### src/rtl/div_ctrl_pkg.sv
// rtl/div_ctrl_pkg.sv - shared op encoding, FSM states and divider latency for div_ctrl
package div_ctrl_pkg;

  typedef enum logic [2:0] {
    OP_NONE = 3'd0,
    OP_DIV  = 3'd1,
    OP_DIVU = 3'd2,
    OP_MTHI = 3'd3,
    OP_MTLO = 3'd4
  } op_e;

  typedef enum logic {
    DC_IDLE = 1'b0,
    DC_BUSY = 1'b1
  } state_e;

  // Cycles from the divider's first counting cycle (count 0) to its complete pulse
  localparam int DIV_LATENCY = 33;

  function automatic logic is_div_op(input logic [2:0] op);
    return (op == OP_DIV) || (op == OP_DIVU);
  endfunction

endpackage

### src/rtl/div_ctrl_hilo_regs.sv
// rtl/div_ctrl_hilo_regs.sv - architectural HI/LO registers with independent write enables
module hilo_regs (
  input  logic        clk,
  input  logic        reset,
  input  logic        hi_we,
  input  logic [31:0] hi_d,
  input  logic        lo_we,
  input  logic [31:0] lo_d,
  output logic [31:0] hi,
  output logic [31:0] lo
);

  // HI holds the remainder / MTHI value
  always_ff @(posedge clk) begin
    if (reset) begin
      hi <= '0;
    end else if (hi_we) begin
      hi <= hi_d;
    end
  end

  // LO holds the quotient / MTLO value
  always_ff @(posedge clk) begin
    if (reset) begin
      lo <= '0;
    end else if (lo_we) begin
      lo <= lo_d;
    end
  end

endmodule

### src/rtl/div_ctrl.sv
// rtl/div_ctrl.sv - divide sequencing and HI/LO commit stage; optional DIV_ZERO_SKIP_EN skips divide-by-zero
module div_ctrl
  import div_ctrl_pkg::*;
(
  input  logic        clk,
  input  logic        reset,
  input  logic        ex_valid,
  input  logic [2:0]  ex_op,
  input  logic [31:0] ex_rs,
  input  logic [31:0] ex_rt,
  input  logic        ex_flush,
  output logic        stall,
  output logic        busy,
  output logic        div_req,
  output logic        div_sgn,
  output logic [31:0] div_x,
  output logic [31:0] div_y,
  input  logic [31:0] div_s,
  input  logic [31:0] div_r,
  input  logic        div_done,
  output logic [31:0] hi,
  output logic [31:0] lo
);

  state_e      state;
  state_e      state_next;
  logic        accept;
  logic        zero_skip;
  logic        div_start;
  logic        hi_we;
  logic        lo_we;
  logic [31:0] hi_d;
  logic [31:0] lo_d;

  assign accept = ex_valid & ~ex_flush;

`ifdef DIV_ZERO_SKIP_EN
  assign zero_skip = (ex_rt == 32'd0);
`else
  assign zero_skip = 1'b0;
`endif

  // State register; reset always lands in IDLE so div_req is low the next cycle
  always_ff @(posedge clk) begin
    if (reset) begin
      state <= DC_IDLE;
    end else begin
      state <= state_next;
    end
  end

  // Operand latches: written only on the request cycle, held steady while the divider runs
  always_ff @(posedge clk) begin
    if (reset) begin
      div_x   <= '0;
      div_y   <= '0;
      div_sgn <= 1'b0;
    end else if (div_start) begin
      div_x   <= ex_rs;
      div_y   <= ex_rt;
      div_sgn <= (ex_op == OP_DIV);
    end
  end

  // Next-state, divider handshake, stall and HI/LO write decode
  always_comb begin
    state_next = state;
    div_start  = 1'b0;
    stall      = 1'b0;
    busy       = 1'b0;
    div_req    = 1'b0;
    hi_we      = 1'b0;
    lo_we      = 1'b0;
    hi_d       = ex_rs;
    lo_d       = ex_rs;
    case (state)
      DC_IDLE: begin
        if (accept) begin
          if (is_div_op(ex_op)) begin
            if (!zero_skip) begin
              div_start  = 1'b1;
              stall      = 1'b1;
              state_next = DC_BUSY;
            end
          end else if (ex_op == OP_MTHI) begin
            hi_we = 1'b1;
          end else if (ex_op == OP_MTLO) begin
            lo_we = 1'b1;
          end
        end
      end
      DC_BUSY: begin
        div_req = 1'b1;
        busy    = 1'b1;
        stall   = ~div_done;
        // A flush beats a same-cycle completion: the killed divide must not commit
        if (ex_flush) begin
          state_next = DC_IDLE;
        end else if (div_done) begin
          hi_we      = 1'b1;
          lo_we      = 1'b1;
          hi_d       = div_r;
          lo_d       = div_s;
          state_next = DC_IDLE;
        end
      end
      default: begin
        state_next = DC_IDLE;
      end
    endcase
    if (reset) begin
      stall = 1'b0;
    end
  end

  hilo_regs u_hilo (
    .clk   (clk),
    .reset (reset),
    .hi_we (hi_we),
    .hi_d  (hi_d),
    .lo_we (lo_we),
    .lo_d  (lo_d),
    .hi    (hi),
    .lo    (lo)
  );

endmodule

### config.mk
export PLATFORM = sky130hd
export DESIGN_NAME = div_ctrl
export DESIGN_NICKNAME = d
export VERILOG_FILES = /design/src/rtl/div_ctrl_pkg.sv /design/src/rtl/div_ctrl_hilo_regs.sv /design/src/rtl/div_ctrl.sv
export SDC_FILE = /design/constraint.sdc
export NUM_CORES = 1
export LEC_CHECK = 0
export BUFFER_PORTS_ARGS = -buffer_cell sky130_fd_sc_hd__clkbuf_2
export CAP_MARGIN = 20
export CORE_MARGIN = 2
export CORE_UTILIZATION = 45
export CTS_CLUSTER_SIZE = 14
export DETAILED_ROUTE_END_ITERATION = 10
export PLACE_DENSITY = 0.77
export SLEW_MARGIN = 10
export SYNTH_ARGS = -nofsm -noshare
export SYNTH_HDL_FRONTEND = slang
export SYNTH_HIERARCHICAL = 1
export SYNTH_SLANG_ARGS = --single-unit
### constraint.sdc
create_clock -name clk -period 5.4 [get_ports clk]
set_input_delay 0 -clock clk [delete_from_list [all_inputs] [get_ports clk]]
set_output_delay 0 -clock clk [all_outputs]
set_load 0.01 [all_outputs]
==> key figures, run 1 <==
Outcome
  • Status: finished clean

Power and ir drop
  • Clock Power Share: 0.486
  • Power density cells: 275 nW/um^2
  • Total power: 2.50 mW
  • Maximum vdd drop: 0.194 mV
  • Psw: 0.582 mW
  • Sw frac: 0.233
  • Flop pwr share: 0.397
  • Leak: 4.05 nW
  • Power Internal: 1.91 mW
  • Combinational cell fraction of total power: 0.117

Synthesis
  • Synth top area cells: dfxtp_1 44%, mux2i_1 11%, nand2_1 10%
  • Ys Warns: 6
  • Post-synth EDFFs: 0
  • Syn_nets: 826
  • Syn Inst Count: 690
  • Top cell type's share of synthesized area: 0.442
  • Post-synth top cells: 162 x nand2_1, 130 x dfxtp_1, 66 x nand2b_1, 66 x nor2_1
  • Area leader, netlist: dfxtp_1
  • Synth cell types: 25
  • Count leader, synth: nand2_1
  • Yosys reg bits: 130
  • Sequential fraction of the synthesis area: 0.442
  • Primary FF master, synth: dfxtp_1
  • Post-synth ARST share: 0
  • Post-Syn Area: 5890 um^2
  • Mean Syn Cell Area: 8.53 um^2

Die
  • Die Width: 118 um
  • Core area: 12700 um^2
  • # rows: 41
  • Die Y: 118 um
  • Starting Density: 0.463
  • Full die area: 14000 um^2
  • IO Count: 268

Cells and area
  • Final instance area: 9090 um^2
  • Layout cells sized above 1: 0.292
  • Ant diodes: 0
  • Total Nets Final: 1190
  • Number of fill cells: 897
  • Area Growth Syn to Fin: 54.4%

Place
  • Placement-stage cell area: 7130 um^2
  • Port buffer count: 267
  • Placed wire-length estimate: 11100 um
  • Pre-CTS WS: 2.77 ns
  • Placer Congestion: 0.792

Timing
  • Final hold slack: 0.0266 ns
  • Worst slew margin: 0.317
  • Setup WS post-layout: 2.72 ns
  • Final setup fails: 0
  • Final Slew Violations: 0
  • Unrepaired setup endpoints after global routing: false
  • Worst slew pin tran: 1.02 ns
  • Final Cycle Share: 0.496
  • Final Hold Viols: 0
  • Max Clk Rate: 374 MHz
  • Setup Skew: 0.00486 ns
  • Setup total negative slack: 0 ns
  • Min Clock Period, post-route: 2.68 ns

Worst setup path
  • Crit path required time: 5.68 ns
  • Reg-to-Reg Start: state
  • Nature of the critical path endpoint: flip-flop
  • Worst path arrival time: 2.95 ns
  • Critical path capture point: u_hilo/lo[27]
  • Critical path class: flip-flop to flip-flop
  • R2r worst-path depth: 5
  • Beginning of the critical path: state
  • CP Launch Type: flip-flop
  • Crit path max fanout: 65
  • R2r endpoint: u_hilo/lo[27]
  • R2r setup slk: 2.72 ns

Global routing
  • Initial antenna violation count: 0
  • Vias in the first global route: 6488
  • Largest net degree at the start of global routing: 118
  • First-pass GRT wire length: 32500 um
  • Aggregate global-route resource usage: 0.289
  • Gr ovfl total: 0

Route
  • WL per Instance: 16.4 um
  • Final ANT Viol Nets: 0
  • DRC Markers: 0
  • Via count: 6406
  • Vias per cell: 5.17
  • First-pass DRT Iterations: 5
  • Drt initial violations: 554
  • Routed WL: 20300 um

Clock tree
  • Clock-pin slew on the worst setup and hold paths: 0.06 ns
  • Clk buf depth: 2
  • H-tree levels: 4
  • CTS root buffer: clkbuf_16
  • Resize count post-CTS: 0
  • Total CTS buffers: 17
  • Worst-Skew Late Latency: 0.42 ns
  • Clk sinks: 130
  • CTS tree: built

Min path
  • Worst hold-check path type: primary input to flip-flop

Flow run
  • Max Cap Violations: 0
-- worst max-delay path: stages (launching register included) --
cell and delay [ns]:
dfxtp_1 0.49, and3b_2 0.23, buf_4 0.52, a41o_2 0.88, mux2i_1 0.31, nor2_1 0.06
-- timing repair --
action,in CTS,in global routing
hold endpoints to repair,130,0
hold buffers,131,0
setup buffers,0,0
-- logic make-up after synthesis --
logic type	count (synthesis)	synth area share
xor gates and xnor gates	1	0.00149
muxes	64	0.109
buffers and inverters	62	0.0674
AOI/OAI and AO/OA	69	0.0601
and+or+nand+nor	364	0.320
DFF	130	0.442
-- sequential cells by signal, summed over array words and instances (netlist names) --
name	count
state	1
u_hilo/hi	32
u_hilo/lo	32
div_x	32
div_y	32
div_sgn	1
-- placed cells by master, fill, tap and decap left out, types with 2 or more instances in the layout --
| cell | netlist | routed |
|---|---|---|
| mux2i_1 | 64 | 64 |
| buf_4 | 5 | 8 |
| o21ai_1 | 64 | 64 |
| clkinv_4 | 0 | 2 |
| dfxtp_1 | 130 | 130 |
| nand4b_1 | 64 | 64 |
| bufinv_16 | 0 | 4 |
| clkbuf_2 | 1 | 266 |
| clkinv_2 | 0 | 2 |
| clkbuf_16 | 0 | 17 |
| nand2b_1 | 66 | 66 |
| nand3_1 | 2 | 2 |
| dlygate4sd3_1 | 0 | 131 |
| nor2_1 | 66 | 66 |
| clkinvlp_4 | 0 | 5 |
| nand2_1 | 162 | 161 |
-- how the worst min path moves through the flow --
stage,start,end,slack (ns),depth (start not counted)
floorplan,ex_flush,state,0.08,1
global route,ex_op[1],div_sgn,0.06,4
CTS,ex_op[1],div_sgn,0.01,4
detailed placement,ex_rt[11],div_y[11],0.26,3
global placement,ex_rt[16],div_y[16],0.26,3
finish,ex_op[1],div_sgn,0.03,4
-- layer usage --
layer,track usage,up-vias,wire length (um)
met5,0,-,0
met4,0.182,0,988
met3,0.0859,85,1480
met2,0.495,328,10000
met1,0.312,2956,7830
li1,-,3037,-
-- cell type report --
type                    instances  area, um^2  area share
clock inverters                13         185      0.0204
repair buffers                406        2730       0.300
multi-input cells             498        2910       0.320
well taps                     172         215      0.0237
clock buffers                  19         443      0.0487
flip-flops and latches        130        2600       0.286
inverters                       1        3.75    0.000413
-- per-stage QoR --
step	util	cells
6_report	0.715	1239
4_1_cts	0.713	1238
5_1_grt	0.715	1239
2_1_floorplan	-	690
3_3_place_gp	0.560	1075
3_5_place_dp	0.560	1075
-- power groups by stage --
stage	Sequential (mW)	Clock, mW	Combinational, mW
5_1_grt	0.992	1.28	0.313
2_1_floorplan	1.02	0	0.105
6_report	0.991	1.21	0.292
4_1_cts	0.990	1.23	0.282
3_5_place_dp	1.01	0	0.207
3_3_place_gp	1.01	0	0.205
(Power assumes the default switching activity.)
==> run 2: changes to the inputs <==
clock period = 2.56 ns   (was 5.4 ns; I/O delays follow)
==> key figures, run 2 (same netlist as run 1, synthesis figures left out) <==
Place
  • Placer Congestion: 0.848 (+7.1%)
  • Placement-stage cell area: 7190 um^2 (+0.95%)
  • Pre-CTS WS: 0.760 ns (-2.01 ns)
  • DP Cell Count: 1079 (+0.37%)
  • Port buffer count: 267 (unchanged)
  • Placed wire-length estimate: 11400 um (+2.8%)

Min path
  • Worst hold-check path type: primary input to flip-flop

Global routing
  • Vias in the first global route: 6511 (+0.35%)
  • Initial antenna violation count: 0 (unchanged)
  • First-pass GRT wire length: 32000 um (-1.6%)
  • Largest net degree at the start of global routing: 78 (-34%)
  • Gr ovfl total: 0 (unchanged)
  • Aggregate global-route resource usage: 0.284 (-0.00591)

Cells and area
  • Most frequent cells in the layout: 266 x clkbuf_2, 161 x nand2_1, 131 x dlygate4sd3_1
  • Total Nets Final: 1193 (+0.25%)
  • FF+latch area: 2600 um^2 (unchanged)
  • Util after Layout: 0.710 (-0.00452)
  • Final instance area: 9040 um^2 (-0.63%)
  • Multi-input logic area: 2910 um^2 (unchanged)
  • Area Growth Syn to Fin: 53.5%
  • Layout cells sized above 1: 0.290 (-0.00215)
  • Cell Count, Final, Fillers Out: 1241 (+0.16%)
  • Number of fill cells: 906 (+1.0%)
  • Most common cell after layout, fill and taps aside: clkbuf_2

Clock tree
  • CTS root buffer: clkbuf_16
  • Clk buf depth: 2 (unchanged)
  • Total CTS buffers: 17 (unchanged)
  • Resize count post-CTS: 0 (unchanged)
  • Worst-Skew Late Latency: 0.41 ns (about the same)
  • Clk sinks: 130 (unchanged)
  • Clock-pin slew on the worst setup and hold paths: 0.05 ns (about the same)
  • CTS tree: built
  • H-tree levels: 4 (unchanged)

Route
  • Drt initial violations: 527 (-4.9%)
  • Final ANT Viol Nets: 0 (unchanged)
  • First-pass DRT Iterations: 7 (+2)
  • Via count: 6448 (+0.66%)
  • DRC Markers: 0 (unchanged)
  • WL per Instance: 16.1 um (-1.6%)
  • Vias per cell: 5.20 (+0.49%)
  • Routed WL: 20000 um (-1.5%)

Worst setup path
  • Worst path arrival time: 2.72 ns (-0.23 ns)
  • CP Launch Type: flip-flop
  • Critical path class: flip-flop to flip-flop
  • Nature of the critical path endpoint: flip-flop
  • Crit path required time: 2.91 ns (-2.77 ns)
  • Crit path max fanout: 67 (+3.1%)

Timing
  • Unrepaired setup endpoints after global routing: false
  • Setup WS post-layout: 0.189 ns (-2.53 ns)
  • Final Slew Violations: 0 (unchanged)
  • Final Cycle Share: 0.926 (+0.430)
  • Final Hold Viols: 0 (unchanged)
  • Min Clock Period, post-route: 2.37 ns (-0.305 ns)
  • Setup Skew: 0.00387 ns (-0.000997 ns)
  • Setup total negative slack: 0 ns (unchanged)
  • Max Clk Rate: 422 MHz (+13%)
  • Final setup fails: 0 (unchanged)
  • Worst slew pin tran: 0.701 ns (-0.324 ns)
  • Worst slew margin: 0.533 (+0.216)
  • Final hold slack: 0.0339 ns (+0.00726 ns)

Power and ir drop
  • Maximum vdd drop: 0.426 mV (+120%)
  • Power density cells: 543 nW/um^2 (+98%)
  • Total power: 4.90 mW (+96%)
  • Leak: 4.05 nW (-0.14%)

Flow run
  • Max Cap Violations: 0 (unchanged)

Die
  • Die Width: 118 um (unchanged)
  • # rows: 41 (unchanged)
  • Full die area: 14000 um^2 (unchanged)
  • IO Count: 268 (unchanged)
  • Starting Density: 0.463 (unchanged)
  • Die Y: 118 um (unchanged)
  • Core area: 12700 um^2 (unchanged)

Outcome
  • Status: finished clean
-- run 2: area by class of cell --
type                    count  area share
multi-input cells         498       0.322
repair buffers            409       0.307
flip-flops and latches    130       0.288
clock buffers              23      0.0518
well taps                 172      0.0238
clock inverters             7     0.00665
inverters                   1    0.000415
diodes                      1    0.000277
-- run 2: worst paths after layout --
path / endpoint / from / cells past startpoint / slack [ns]
setup / recovery: state / state / 5 / 0.19
hold / removal: div_sgn / ex_op[1] / 4 / 0.03
setup reg to reg: state / state / 5 / 0.19
hold reg to reg: div_x[21] / div_x[21] / 2 / 0.46
-- run 2: power breakdown --
| part | internal, mW | switching [mW] |
|---|---|---|
| clock | 1.36 | 0.832 |
| combinational | 0.324 | 0.295 |
| sequential | 2.07 | 0.0241 |
-- run 2: timing repair --
item | 4_1_cts | 5_1_grt
hold endpoints to repair | 130 | 0
hold buffers | 131 | 0
buffers inserted | 0 | 0
-- run 2: per-layer routing --
layer | GRT usage | share of wire | vias up
met4 | 0.154 | 0.042 | 0
met1 | 0.307 | 0.39 | 3011
met2 | 0.497 | 0.50 | 315
li1 | - | - | 3049
met3 | 0.0820 | 0.073 | 73
met5 | 0 | 0 | -
-- run 2: worst max-delay path, stage by stage, from the launching register on --
cell and delay [ns]:
dfxtp_1 0.38, nor4b_4 0.34, buf_4 0.62, nand2_1 0.14, a211oi_1 0.24, dlygate4sd3_1 0.57
==> run 3: changes to the inputs <==
CORE_ASPECT_RATIO = 0.7   (was unset)
SKIP_LAST_GASP = 1   (was unset)
==> key figures, run 3 (same netlist as run 1, synthesis figures left out) <==
Outcome
  • Status: finished clean

Cells and area
  • Most common cell after layout, fill and taps aside: clkbuf_2
  • Most frequent cells in the layout: 266 x clkbuf_2, 161 x nand2_1, 131 x dlygate4sd3_1
  • Final instance area: 9180 um^2 (+1.6%)
  • Ant diodes: 0 (-1)
  • Number of fill cells: 881 (-2.8%)
  • Total Nets Final: 1195 (+0.17%)
  • Layout cells sized above 1: 0.296 (+0.00545)
  • Area Growth Syn to Fin: 55.9%

Clock tree
  • Clk sinks: 130 (unchanged)
  • Cts hold-fix bufs: 131 (unchanged)
  • Resize count post-CTS: 0 (unchanged)
  • CTS root buffer: clkbuf_16
  • Postcts setup bufs: 0 (unchanged)
  • H-tree levels: 4 (unchanged)
  • Clock-pin slew on the worst setup and hold paths: 0.06 ns (about the same)
  • CTS tree: built
  • Total CTS buffers: 17 (unchanged)
  • Worst-Skew Late Latency: 0.41 ns (about the same)
  • Clk buf depth: 2 (unchanged)

Timing
  • Worst slew pin tran: 0.785 ns (+0.0845 ns)
  • Unrepaired setup endpoints after global routing: false
  • Setup total negative slack: 0 ns (unchanged)
  • Final hold slack: 0.0219 ns (-0.0120 ns)
  • Worst slew margin: 0.477 (-0.0563)
  • Final Hold Viols: 0 (unchanged)
  • Setup WS post-layout: 0.305 ns (+0.115 ns)
  • Final Slew Violations: 0 (unchanged)
  • Final setup fails: 0 (unchanged)
  • Setup Skew: 0.0108 ns (+0.00697 ns)
  • Max Clk Rate: 443 MHz (+5.1%)
  • Min Clock Period, post-route: 2.26 ns (-0.115 ns)
  • Final Cycle Share: 0.881 (-0.0450)

Route
  • DRC Markers: 0 (unchanged)
  • Vias per cell: 5.23 (+0.65%)
  • Routed WL: 21400 um (+6.6%)
  • Drt initial violations: 428 (-19%)
  • First-pass DRT Iterations: 7 (unchanged)
  • Final ANT Viol Nets: 0 (unchanged)
  • Via count: 6453 (+0.078%)
  • WL per Instance: 17.3 um (+7.2%)

Worst setup path
  • Worst path arrival time: 2.60 ns (-0.12 ns)
  • Critical path class: flip-flop to flip-flop
  • Crit path required time: 2.91 ns (about the same)
  • CP Launch Type: flip-flop
  • Nature of the critical path endpoint: flip-flop
  • Crit path max fanout: 45 (-33%)

Min path
  • Worst hold-check path type: primary input to flip-flop

Global routing
  • Largest net degree at the start of global routing: 73 (-6.4%)
  • Vias in the first global route: 6679 (+2.6%)
  • Aggregate global-route resource usage: 0.303 (+0.0197)
  • Initial antenna violation count: 0 (unchanged)
  • Gr ovfl total: 0 (unchanged)
  • First-pass GRT wire length: 33900 um (+6.0%)

Place
  • Port buffer count: 267 (unchanged)
  • Placed wire-length estimate: 12000 um (+5.0%)
  • Pre-CTS WS: 0.754 ns (-0.00564 ns)
  • Placement-stage cell area: 7200 um^2 (about the same)
  • Placer Congestion: 0.797 (-6.1%)

Power and ir drop
  • Leak: 4.11 nW (+1.6%)
  • Power density cells: 597 nW/um^2 (+10%)
  • Maximum vdd drop: 0.428 mV (+0.48%)
  • Total power: 5.48 mW (+12%)

Die
  • Die Y: 99.7 um (-16%)
  • Full die area: 14000 um^2 (+0.10%)
  • Starting Density: 0.468 (+0.00478)
  • Core area: 12600 um^2 (-1.0%)
  • # rows: 34 (-17%)
  • IO Count: 268 (unchanged)
  • Die Width: 141 um (+19%)

Flow run
  • Max Cap Violations: 0 (unchanged)
[run 3: final timing paths]
path / slack [ns] / endpoint / start / cells past startpoint
max: 0.30 / state / state / 5
min: 0.02 / div_sgn / ex_op[1] / 4
max reg2reg: 0.30 / state / state / 5
min reg2reg: 0.46 / div_y[3] / div_y[3] / 2
[run 3: area by class of cell]
class	count	area (um^2)	area share
clock buffers	21	470	0.0513
clock inverters	11	200	0.0218
inverters	1	3.75	0.000409
multi-input cells	498	2910	0.317
flip-flops and latches	130	2600	0.284
well taps	162	203	0.0221
repair buffers	411	2790	0.303
[run 3: power by group]
part	leakage (nW)	internal [mW]	switching, mW
Sequential	1.05	2.07	0.0238
Clock	0.320	1.82	0.947
Combinational	2.74	0.325	0.303
[run 3: routing by layer]
metal	vias to the layer above	global-route usage	routed length [um]
li1	3057	-	-
met1	2994	0.353	8570
met2	350	0.530	10400
met3	52	0.0867	1840
met4	0	0.122	576
met5	-	0	0
[run 3: per-stage QoR]
| stage | utilization | std cells |
|---|---|---|
| 6_report | 0.729 | 1234 |
| 5_1_grt | 0.729 | 1234 |
| 4_1_cts | 0.729 | 1234 |
| 3_5_place_dp | 0.572 | 1071 |
| 3_3_place_gp | 0.572 | 1071 |
| 2_1_floorplan | - | 690 |
[run 3: worst max-delay path, stage by stage, from the launching register on]
cell and delay [ns]:
dfxtp_1 0.38, nor4b_4 0.35, buf_4 0.49, nand2_1 0.13, a211oi_1 0.25, dlygate4sd3_1 0.59
